===== config.mk =====
export PLATFORM = sky130hd
export DESIGN_NAME = gcd_scheduler
export DESIGN_NICKNAME = d
export VERILOG_FILES = /design/src/rtl/gcd_scheduler.sv
export SDC_FILE = /design/constraint.sdc
export NUM_CORES = 1
export LEC_CHECK = 0
export ABC_AREA = 1
export CORE_MARGIN = 2
export CORE_UTILIZATION = 40
export CTS_CLUSTER_SIZE = 14
export DETAILED_ROUTE_END_ITERATION = 16
export PLACE_DENSITY = 0.75
export SLEW_MARGIN = 15
export SYNTH_ARGS = -nofsm -noshare
export SYNTH_HDL_FRONTEND = slang
export SYNTH_SLANG_ARGS = --single-unit

===== constraint.sdc =====
create_clock -name Clk -period 4.1 [get_ports Clk]
set_input_delay 0.41 -clock Clk [delete_from_list [all_inputs] [get_ports Clk]]
set_output_delay 0.41 -clock Clk [all_outputs]
set_load 0.1 [all_outputs]

===== src/rtl/gcd_scheduler.sv =====
// gcd_scheduler: round-robin arbiter sharing one subtractive GCD engine among NREQ requesters
//
// Ports:
//   Clk      in   clock, rising edge
//   Reset_n  in   asynchronous active-low reset
//   Req      in   per-requester request level
//   X_in     in   operand X, requester i at [i*WIDTH +: WIDTH]
//   Y_in     in   operand Y, same packing as X_in
//   Grant    out  registered one-hot owner of the engine
//   Busy     out  engine not idle
//   Done     out  one-cycle result strobe
//   Done_id  out  requester index of the current/last result
//   Gcd_out  out  result, held until the next Done
module gcd_scheduler #(
   parameter int NREQ  = 4,
   parameter int WIDTH = 8,
   parameter int IDW   = 2
) (
   input  logic                  Clk,
   input  logic                  Reset_n,
   input  logic [NREQ-1:0]       Req,
   input  logic [NREQ*WIDTH-1:0] X_in,
   input  logic [NREQ*WIDTH-1:0] Y_in,
   output logic [NREQ-1:0]       Grant,
   output logic                  Busy,
   output logic                  Done,
   output logic [IDW-1:0]        Done_id,
   output logic [WIDTH-1:0]      Gcd_out
);
   typedef enum logic [1:0] {IDLE, CALC, DONE} state_t;
   localparam logic [IDW:0] N1 = (IDW+1)'(NREQ);
   state_t state_q, state_d;
   logic [NREQ-1:0]  grant_q, grant_d;
   logic [IDW-1:0]   ptr_q, ptr_d, id_q, id_d, win, idx;
   logic [WIDTH-1:0] xr_q, xr_d, yr_q, yr_d, gcd_q, gcd_d;
   logic [IDW:0]     s, s_w;
   logic             found, own_req;
   logic [WIDTH-1:0] xa [NREQ];
   logic [WIDTH-1:0] ya [NREQ];
   for (genvar i = 0; i < NREQ; i++) begin : g_unpack
      assign xa[i] = X_in[i*WIDTH +: WIDTH];
      assign ya[i] = Y_in[i*WIDTH +: WIDTH];
   end
   // first requester at or after ptr_q, wrapping modulo NREQ
   always_comb begin
      win   = '0;
      found = 1'b0;
      s     = '0;
      s_w   = '0;
      idx   = '0;
      for (int k = 0; k < NREQ; k++) begin
         s   = {1'b0, ptr_q} + (IDW+1)'(k);
         s_w = (s >= N1) ? s - N1 : s;
         idx = s_w[IDW-1:0];
         if (!found && Req[idx]) begin
            win   = idx;
            found = 1'b1;
         end
      end
   end
   assign own_req = |(Req & grant_q);
   always_ff @(posedge Clk or negedge Reset_n) begin
      if (!Reset_n) state_q <= IDLE;
      else          state_q <= state_d;
   end
   always_ff @(posedge Clk or negedge Reset_n) begin
      if (!Reset_n) begin
         grant_q <= '0;
         ptr_q   <= '0;
         id_q    <= '0;
         xr_q    <= '0;
         yr_q    <= '0;
         gcd_q   <= '0;
      end else begin
         grant_q <= grant_d;
         ptr_q   <= ptr_d;
         id_q    <= id_d;
         xr_q    <= xr_d;
         yr_q    <= yr_d;
         gcd_q   <= gcd_d;
      end
   end
   always_comb begin
      state_d = state_q;
      case (state_q)
         IDLE:    state_d = found ? CALC : IDLE;
         CALC:    state_d = !own_req ? IDLE :
                            (xr_q == '0 || yr_q == '0 || xr_q == yr_q) ? DONE : CALC;
         default: state_d = IDLE;
      endcase
   end
   always_comb begin
      grant_d = grant_q;
      ptr_d   = ptr_q;
      id_d    = id_q;
      xr_d    = xr_q;
      yr_d    = yr_q;
      gcd_d   = gcd_q;
      case (state_q)
         IDLE: begin
            grant_d = found ? NREQ'(1) << win : '0;
            if (found) begin
               xr_d  = xa[win];
               yr_d  = ya[win];
               id_d  = win;
               ptr_d = (win == IDW'(NREQ-1)) ? '0 : win + 1'b1;
            end
         end
         CALC: begin
            // abort takes priority so a dropped request never yields a result
            if (!own_req) grant_d = '0;
            else if (xr_q == '0 || yr_q == '0) gcd_d = '0;
            else if (xr_q == yr_q) gcd_d = xr_q;
            else if (xr_q < yr_q) yr_d = yr_q - xr_q;
            else xr_d = xr_q - yr_q;
         end
         default: grant_d = '0;
      endcase
   end
   always_comb begin
      Grant   = grant_q;
      Busy    = state_q != IDLE;
      Done    = state_q == DONE;
      Done_id = id_q;
      Gcd_out = gcd_q;
   end
endmodule


* Yosys cells after proc, flatten, opt, wreduce, memory -nomap -nowiden
Index checks and enable logic that the tools add are counted.
** Cells by class
- $add $sub $neg :: 10
- Order comparisons :: 10
- Equal/unequal tests :: 11
- Shift operators :: 1
- Multiplexer cells :: 48
- Bitwise logic cells :: 2
- Reductions and logical operators :: 19
** Operators with widths (count)
- 8-bit 2-to-1 mux :: 16
- 8-bit binary-select mux with 2-bit select :: 2
- 8-bit one-hot mux with 2 select lines :: 2
- 2-bit 2-to-1 mux :: 11
- 8-bit zero test :: 2
- 8-bit subtractor :: 2
- 2-bit != test (second input constant) :: 7
- 3-bit greater-or-equal comparator (second input constant) :: 4
- 2-bit by 3-bit less-than comparator with 1-bit output (second input constant) :: 4
- 6-bit AND reduction :: 2
- 1-bit 2-to-1 mux :: 9
- 1-bit binary-select mux with 2-bit select :: 4
- 8-bit equality test :: 1
- 8-bit less-than comparator :: 1
- 4-bit 2-to-1 mux :: 2
- 4-bit one-hot mux with 2 select lines :: 1
- 2-bit by 1-bit subtractor with 2-bit output (second input constant) :: 4
- 2-bit by 2-bit adder with 3-bit output (second input constant) :: 2
- 2-bit nonzero test :: 3
- 4-bit AND :: 1
- 2-bit equality test (second input constant) :: 2
- 2-bit one-hot mux with 2 select lines :: 1
- 4-bit OR reduction :: 1
- 1-bit by 2-bit << shifter with 4-bit output (first input constant) :: 1
- other kinds (11) :: 16
** Word-level totals
- Register bits :: 34
- Bits of input ports :: 70
- Output and inout port bits :: 16
- Logic and storage cells :: 108

* Longest topological paths before layout
Gate-level depths: netlist (run 1).
- Depth in word-level cells :: 20
- Depth in mapped cells :: 16
- Mapped depth without buffers :: 16

* Worst setup path before layout (run 1)
OpenSTA, ideal clock, no wires.
- Path kind :: reg-to-reg
- Start :: register xr_q[0]
- End :: register xr_q[5]
- Setup time :: 0.120 ns
- Arrival :: 2.095 ns
- Required time :: 3.980 ns
- Slack :: 1.885 ns
- Stages on the path, launching flop included :: 14
- Buffers on the path :: 0
- Period minus slack after synthesis :: 2.215 ns
- Cells stage by stage :: dfrtp_1 inv_1 ha_1 fa_1 o21ai_0 a21oi_1 nand2_1 nand2_1 nand2_1 nand2_1 nor2_4 inv_2 nor2_1 a21oi_2
** Between the ends
- Cells in the longest elaborated chain, start to end :: 6
- Elaborated cells between the ends (all ways) :: 14
- Classes of those cells :: add/sub: 1; order compare: 1; eq/ne: 4; mux: 5; reduce/logical: 3
** RTL lines
- start, declared :: line 35 : logic [WIDTH-1:0] xr_q, xr_d, yr_q, yr_d, gcd_q, gcd_d;
- start signal, assigned :: line 78 : xr_q <= xr_d;
- 8-bit subtractor :: line 115 : else xr_d = xr_q - yr_q;
- 8-bit 2-to-1 mux :: line 114 : else if (xr_q < yr_q) yr_d = yr_q - xr_q;
- 8-bit 2-to-1 mux :: line 113 : else if (xr_q == yr_q) gcd_d = xr_q;
- 8-bit 2-to-1 mux :: line 112 : else if (xr_q == '0 || yr_q == '0) gcd_d = '0;
- 8-bit 2-to-1 mux :: line 111 : if (!own_req) grant_d = '0;
- 8-bit one-hot mux with 2 select lines :: line 99 : case (state_q)
Parallel ways exist; a longest one is shown, timed or not. The select of a mux whose other input is x is not followed.
A chain may end at the register's enable or synchronous reset.

* Worst setup path in the final report (run 1)
- Start :: register state_q[0]
- End :: output port Busy
** Between the ends
- Cells in the longest elaborated chain, start to end :: 1
** RTL lines
- start, declared :: line 32 : state_t state_q, state_d;
- start signal, assigned :: line 64 : else state_q <= state_d;
- 2-bit nonzero test :: line 122 : Busy = state_q != IDLE;
- end, declared :: line 25 : output logic Busy,
No other way between the ends.

==> impl_metrics.yaml, run 1 <==
yosys:
  yosysUniqueCellTypes: 31
  synth_top_cell_by_area: "dfrtp_1"
  ys_seq_area_share_pct: 25.5
  synth_fp_nets: 630
  postSynthAreaPerCell_um2: 6.19
  synth-seq-cells: 34
  syn_inst: 539
  ys_top_cells_by_area: "dfrtp_1, nand2_1, inv_1"
  netlist_area_um2: 3340
  synth_warnings: 0
  synth_top_area_share_pct: 25.5
grt:
  grt_pass1_vias: 3379
  antenna_found_initial: 0
  grt_use_total_pct: 21.4
  grt_max_degree: 36
  overflow: 0
  grt_pass1_wl_um: 15500
critical_path:
  cp-end-kind: "output port"
  critPathLaunchType: "flip-flop"
  timing.rr.start: "xr_q[0]"
  r2r_cells: 13
  r2r_end: "xr_q[6]"
  slowest_stage: "clkdlybuf4s50_1"
  critPathMaxStageDelay_ps: 1010
  r2r_slack_ps: 1390
  critPathKind: "flip-flop to output port"
  cp_data_required_time_ps: 3690
  critical_path_depth: 3
  crit_arrival_ps: 2310
  path_cells: "nor2_1 > inv_1 > clkdlybuf4s50_1"
  critical-path-top-delay-family: "buffers and inverters"
  critPathMaxFanout: 6
  startpoint: "state_q[0]"
  path_buf_inv: 2
drt:
  vias_per_cell: 5.10
  ant_nets: 0
  drtIter0Drc: 266
  vias: 3678
  topRoutingLayerUsed: "met4"
  wire_per_inst_um: 12.9
  wl_met2_um: 4250
  wl_um: 9330
  drc: 0
  wl_met1_um: 4320
  firstDrtPassIters: 5
  route.met3.wl_um: 618
placed_design:
  portBuffers: 85
  place.gp.congestion: 0.917
  dp_hpwl_um: 7260
final_layout:
  mostFrequentLayoutCell: "nand2_1"
  drive_gt1_share_pct: 5.36
  antenna_cells: 0
  syn_to_final_growth_pct: 29.6
  nets: 706
  final_cell_mix: "nand2_1, inv_1, clkdlybuf4s50_1, nand3_1, nor2_1"
clocking:
  cts.sinks: 34
  postCtsHoldBufs: 0
  cts_setup_buffers: 0
  clock_latency_ps: 300
  h-tree-depth: 2
  cts_buffers: 5
  clk_pin_slew_worst_paths_ps: 80
  cts_max_path_buffers: 2
  cts_tree: "built"
  clockRootBuffer: "clkbuf_8"
  cts_resized: 0
flow_run:
  maxCapViolCount: 0
sta:
  finalMaxSlewViolations: 0
  fmax_mhz: 368
  slew_headroom_pct: 34.8
  fin_tns_setup_ps: 0
  finalSetupViolCount: 0
  fin_crit_sh_pct: 66.3
  finalHoldViolCount: 0
  period_minus_slack_ps: 2720
  tightest_slew_ps: 975
  rsz0062_at_grt: "no"
  finClkSkew_ps: 5.77
min_path:
  min_to: "Gcd_out[5]"
  hold_path_depth: 2
  timing.hold.worst.class: "flip-flop to flip-flop"
  hold_start: "Gcd_out[5]"
floorplanning:
  core_um2: 8130
  die-area_um2: 9090
  rows: 33
  io_pins: 86
  initial_core_util_pct: 41.0
  dieHeight_um: 95.3
  die_x_um: 95.3
status:
  run_status: "finished, final reports clean"
state kept, by name (all words and copies together) (netlist names):
register	flops
Done_id	2
Gcd_out	8
Grant	4
ptr_q	2
state_q	2
xr_q	8
yr_q	8
metal layers:
layer | track usage (%) | vias to the layer above
met4 | 6.52 | 0
li1 | - | 1867
met1 | 30.4 | 1653
met3 | 2.61 | 15
met2 | 33.8 | 143
met5 | 0 | -
layout make-up:
class,instances,area [um^2]
tap,105,131
clock buffer,5,68.8
multi-input combinational,376,1960
inverter,109,410
clock inverter,3,21.3
timing repair buffer,89,881
sequential,34,851
fill,794,3810
per-stage QoR:
step	hold WS [ps]	cell area (um^2)	util (%)	std cells	setup WS, ps
2_1_floorplan	114	3340	-	539	1890
3_3_place_gp	463	4230	52.1	713	1390
3_5_place_dp	469	4230	52.1	713	1290
4_1_cts	487	4320	53.2	721	1440
5_1_grt	508	4320	53.2	721	1150
6_report	483	4320	53.2	721	1380
synth_stat cells (all sizes together):
master and instances:
clkinv 1, fa 2, a21oi 38, nand4 31, clkbuf 4, ha 19, nor4 2, o22ai 3
o31ai 7, dfrtp 34, and2 1, inv 108, o21ai 30, nand2 150, nand3 47, or2 2
nor3 1, nor2 41, o21bai 1, o211ai 1, buf 16
worst reg2reg max path: stages, from the launching register on:
cell and delay (ps):
dfrtp_1 450, inv_1 100, ha_1 230, fa_1 410, o21ai_0 390, a21oi_1 120, nand2_1 100, nand2_1 50
nand2_1 70, nand2_1 80, nor2_4 210, inv_2 130, nor2_1 170, a21oi_2 70
how the worst max path moves through the flow:
stage                     slack [ps]       to
after floorplan                 1890  xr_q[5]
after global placement          1390  yr_q[0]
after detailed placement        1290  yr_q[5]
after CTS                       1440     Busy
after global routing            1150  yr_q[6]
final                           1380     Busy
cells by family after synthesis:
| group | after synthesis | synth area share (%) |
|---|---|---|
| AOI/OAI and AO/OA | 80 | 13.2 |
| adders and majority gates | 21 | 8.32 |
| buffers and inverters | 129 | 15.7 |
| DFF | 34 | 25.5 |
| and+or+nand+nor | 275 | 37.2 |
Power of run 1 is not shown: default switching activity piles up to over one toggle a cycle in this logic, so the estimate is an artifact.
==> run 2: changes to the inputs <==
--- a/config.mk
+++ b/config.mk
@@ -10,7 +10,7 @@
 export CORE_UTILIZATION = 40
 export CTS_CLUSTER_SIZE = 14
 export DETAILED_ROUTE_END_ITERATION = 16
-export PLACE_DENSITY = 0.75
+export PLACE_DENSITY = 0.77
 export SLEW_MARGIN = 15
 export SYNTH_ARGS = -nofsm -noshare
 export SYNTH_HDL_FRONTEND = slang
==> constraint.sdc (replaced) <==
create_clock -name Clk -period 2.31 [get_ports Clk]
set_input_delay 0.231 -clock Clk [delete_from_list [all_inputs] [get_ports Clk]]
set_output_delay 0.231 -clock Clk [all_outputs]
set_load 0.1 [all_outputs]
==> impl_metrics.yaml, run 2 (same netlist as run 1, synthesis figures left out) <==
status:
  run_status: "finished, final reports clean"
sta:
  finalHoldViolCount: 0
  fin_crit_sh_pct: 93.8
  finalMaxSlewViolations: 0
  tightest_slew_ps: 438
  period_minus_slack_ps: 2170
  finClkSkew_ps: 6.10
  fmax_mhz: 462
  finalSetupViolCount: 0
  slew_headroom_pct: 70.8
grt:
  antenna_found_initial: 0
  grt_max_degree: 36
  grt_pass1_wl_um: 16100
  grt_pass1_vias: 3481
  grt_use_total_pct: 21.9
  overflow: 0
critical_path:
  crit_arrival_ps: 2340
  r2r_cells: 13
  slowest_stage: "dfrtp_1"
  timing.rr.start: "xr_q[4]"
  critPathLaunchType: "flip-flop"
  r2r_slack_ps: 140
  critPathKind: "flip-flop to flip-flop"
  r2r_end: "yr_q[3]"
  cp_data_required_time_ps: 2480
  critPathMaxFanout: 7
  cp-end-kind: "flip-flop"
  cpMostUsedCell: "inv_1"
  critPathMaxStageDelay_ps: 440
  path_cells: "inv_1 > ha_1 > nand2_1 > nor3_2 > inv_1 > nor2_2 > inv_1 > nand2_2 > o21ai_1 > nand2_2 > clkinvlp_4 > nor2_2 > a21oi_1"
clocking:
  postCtsHoldBufs: 0
  h-tree-depth: 2
  cts_buffers: 5
  clock_latency_ps: 290
  clockRootBuffer: "clkbuf_8"
  cts_max_path_buffers: 2
  clk_pin_slew_worst_paths_ps: 70
  cts_tree: "built"
  cts.sinks: 34
floorplanning:
  dieHeight_um: 95.3
  rows: 33
  die_x_um: 95.3
  initial_core_util_pct: 41.0
  die-area_um2: 9090
  core_um2: 8130
  io_pins: 86
final_layout:
  antenna_cells: 0
  nets: 730
  mostFrequentLayoutCell: "nand2_1"
  drive_gt1_share_pct: 13.5
  seq_area_um2: 853
  syn_to_final_growth_pct: 35.9
  final_cell_mix: "nand2_1, inv_1, clkdlybuf4s50_1, nand3_1, buf_4"
  fin_area_um2: 4530
  multi_input_area_um2: 2010
  instances_no_fill: 744
  fillCellCount: 768
placed_design:
  dp_hpwl_um: 7600
  portBuffers: 85
  dpl_cell_area_um2: 4370
  place.gp.congestion: 0.938
  placedCellCount: 733
drt:
  wl_um: 9720
  drtIter0Drc: 303
  vias_per_cell: 5.14
  wire_per_inst_um: 13.1
  ant_nets: 0
  vias: 3821
  firstDrtPassIters: 5
  drc: 0
flow_run:
  maxCapViolCount: 0
min_path:
  timing.hold.worst.class: "input pin to asynchronous set/reset pin"
-- run 2: cell count changes in the layout (fill, tap and decap cells not counted), moves of 2 or more --
cell,before,now
buf_4,4,41
clkdlybuf4s50_1,85,69
o21ai_0,30,25
nor2_1,39,35
o21ai_1,0,4
ha_1,19,16
nor2_2,0,3
buf_12,0,2
dfrtp_1,34,32
dfrtp_2,0,2
ha_2,0,2
-- run 2: final cells by class --
cell class	instances	area share [%]
multi-input combinational	376	44.3
timing repair buffer	113	23.2
sequential	34	18.8
inverter	109	9.13
tap	105	2.90
clock buffer	5	1.52
clock inverter	2	0.221
-- run 2: worst max-delay path: cells and delay by family, from the launching register on --
family / cells / cell delay (ps)
AND/OR/NAND/NOR: 6 / 740
adder cells (fa/ha/maj): 1 / 300
buffers and inverters: 4 / 440
flip-flops: 1 / 440
AO/OA/AOI/OAI: 2 / 130
-- run 2: stage by stage --
stage / setup WS (ps) / hold WS, ps / setup TNS [ps] / util, %
6_report: 144 / 352 / 0 / 55.7
5_1_grt: -0.169 / 394 / -0.169 / 55.7
4_1_cts: 48.8 / 359 / 0 / 54.7
3_5_place_dp: 54.7 / 472 / 0 / 53.7
3_3_place_gp: 122 / 467 / 0 / 53.7
2_1_floorplan: 95.5 / -64.6 / 0 / -
-- run 2: timing repair --
item / CTS / global route
setup endpoints to repair: 0 / 22
setup buffers: 0 / 4
gates resized for setup: 0 / 22
-- run 2: layer usage --
layer	GRT usage, %	vias to the layer above	part of all wire (%)
li1	-	1918	-
met1	31.7	1742	47
met2	34.8	153	46
met3	3.08	8	6.4
met4	4.59	0	0.57
met5	0	-	0
-- run 2: worst max path at each step --
stage,slack (ps),start,to,cells after the start
finish,140,xr_q[4],yr_q[3],13
global route,-0.2,xr_q[4],yr_q[3],13
CTS,50,xr_q[0],xr_q[3],13
detailed placement,50,Req[3],xr_q[0],15
global placement,120,Req[3],yr_q[6],15
floorplan,100,xr_q[0],xr_q[5],13
Power of run 2 is left out for the same reason.
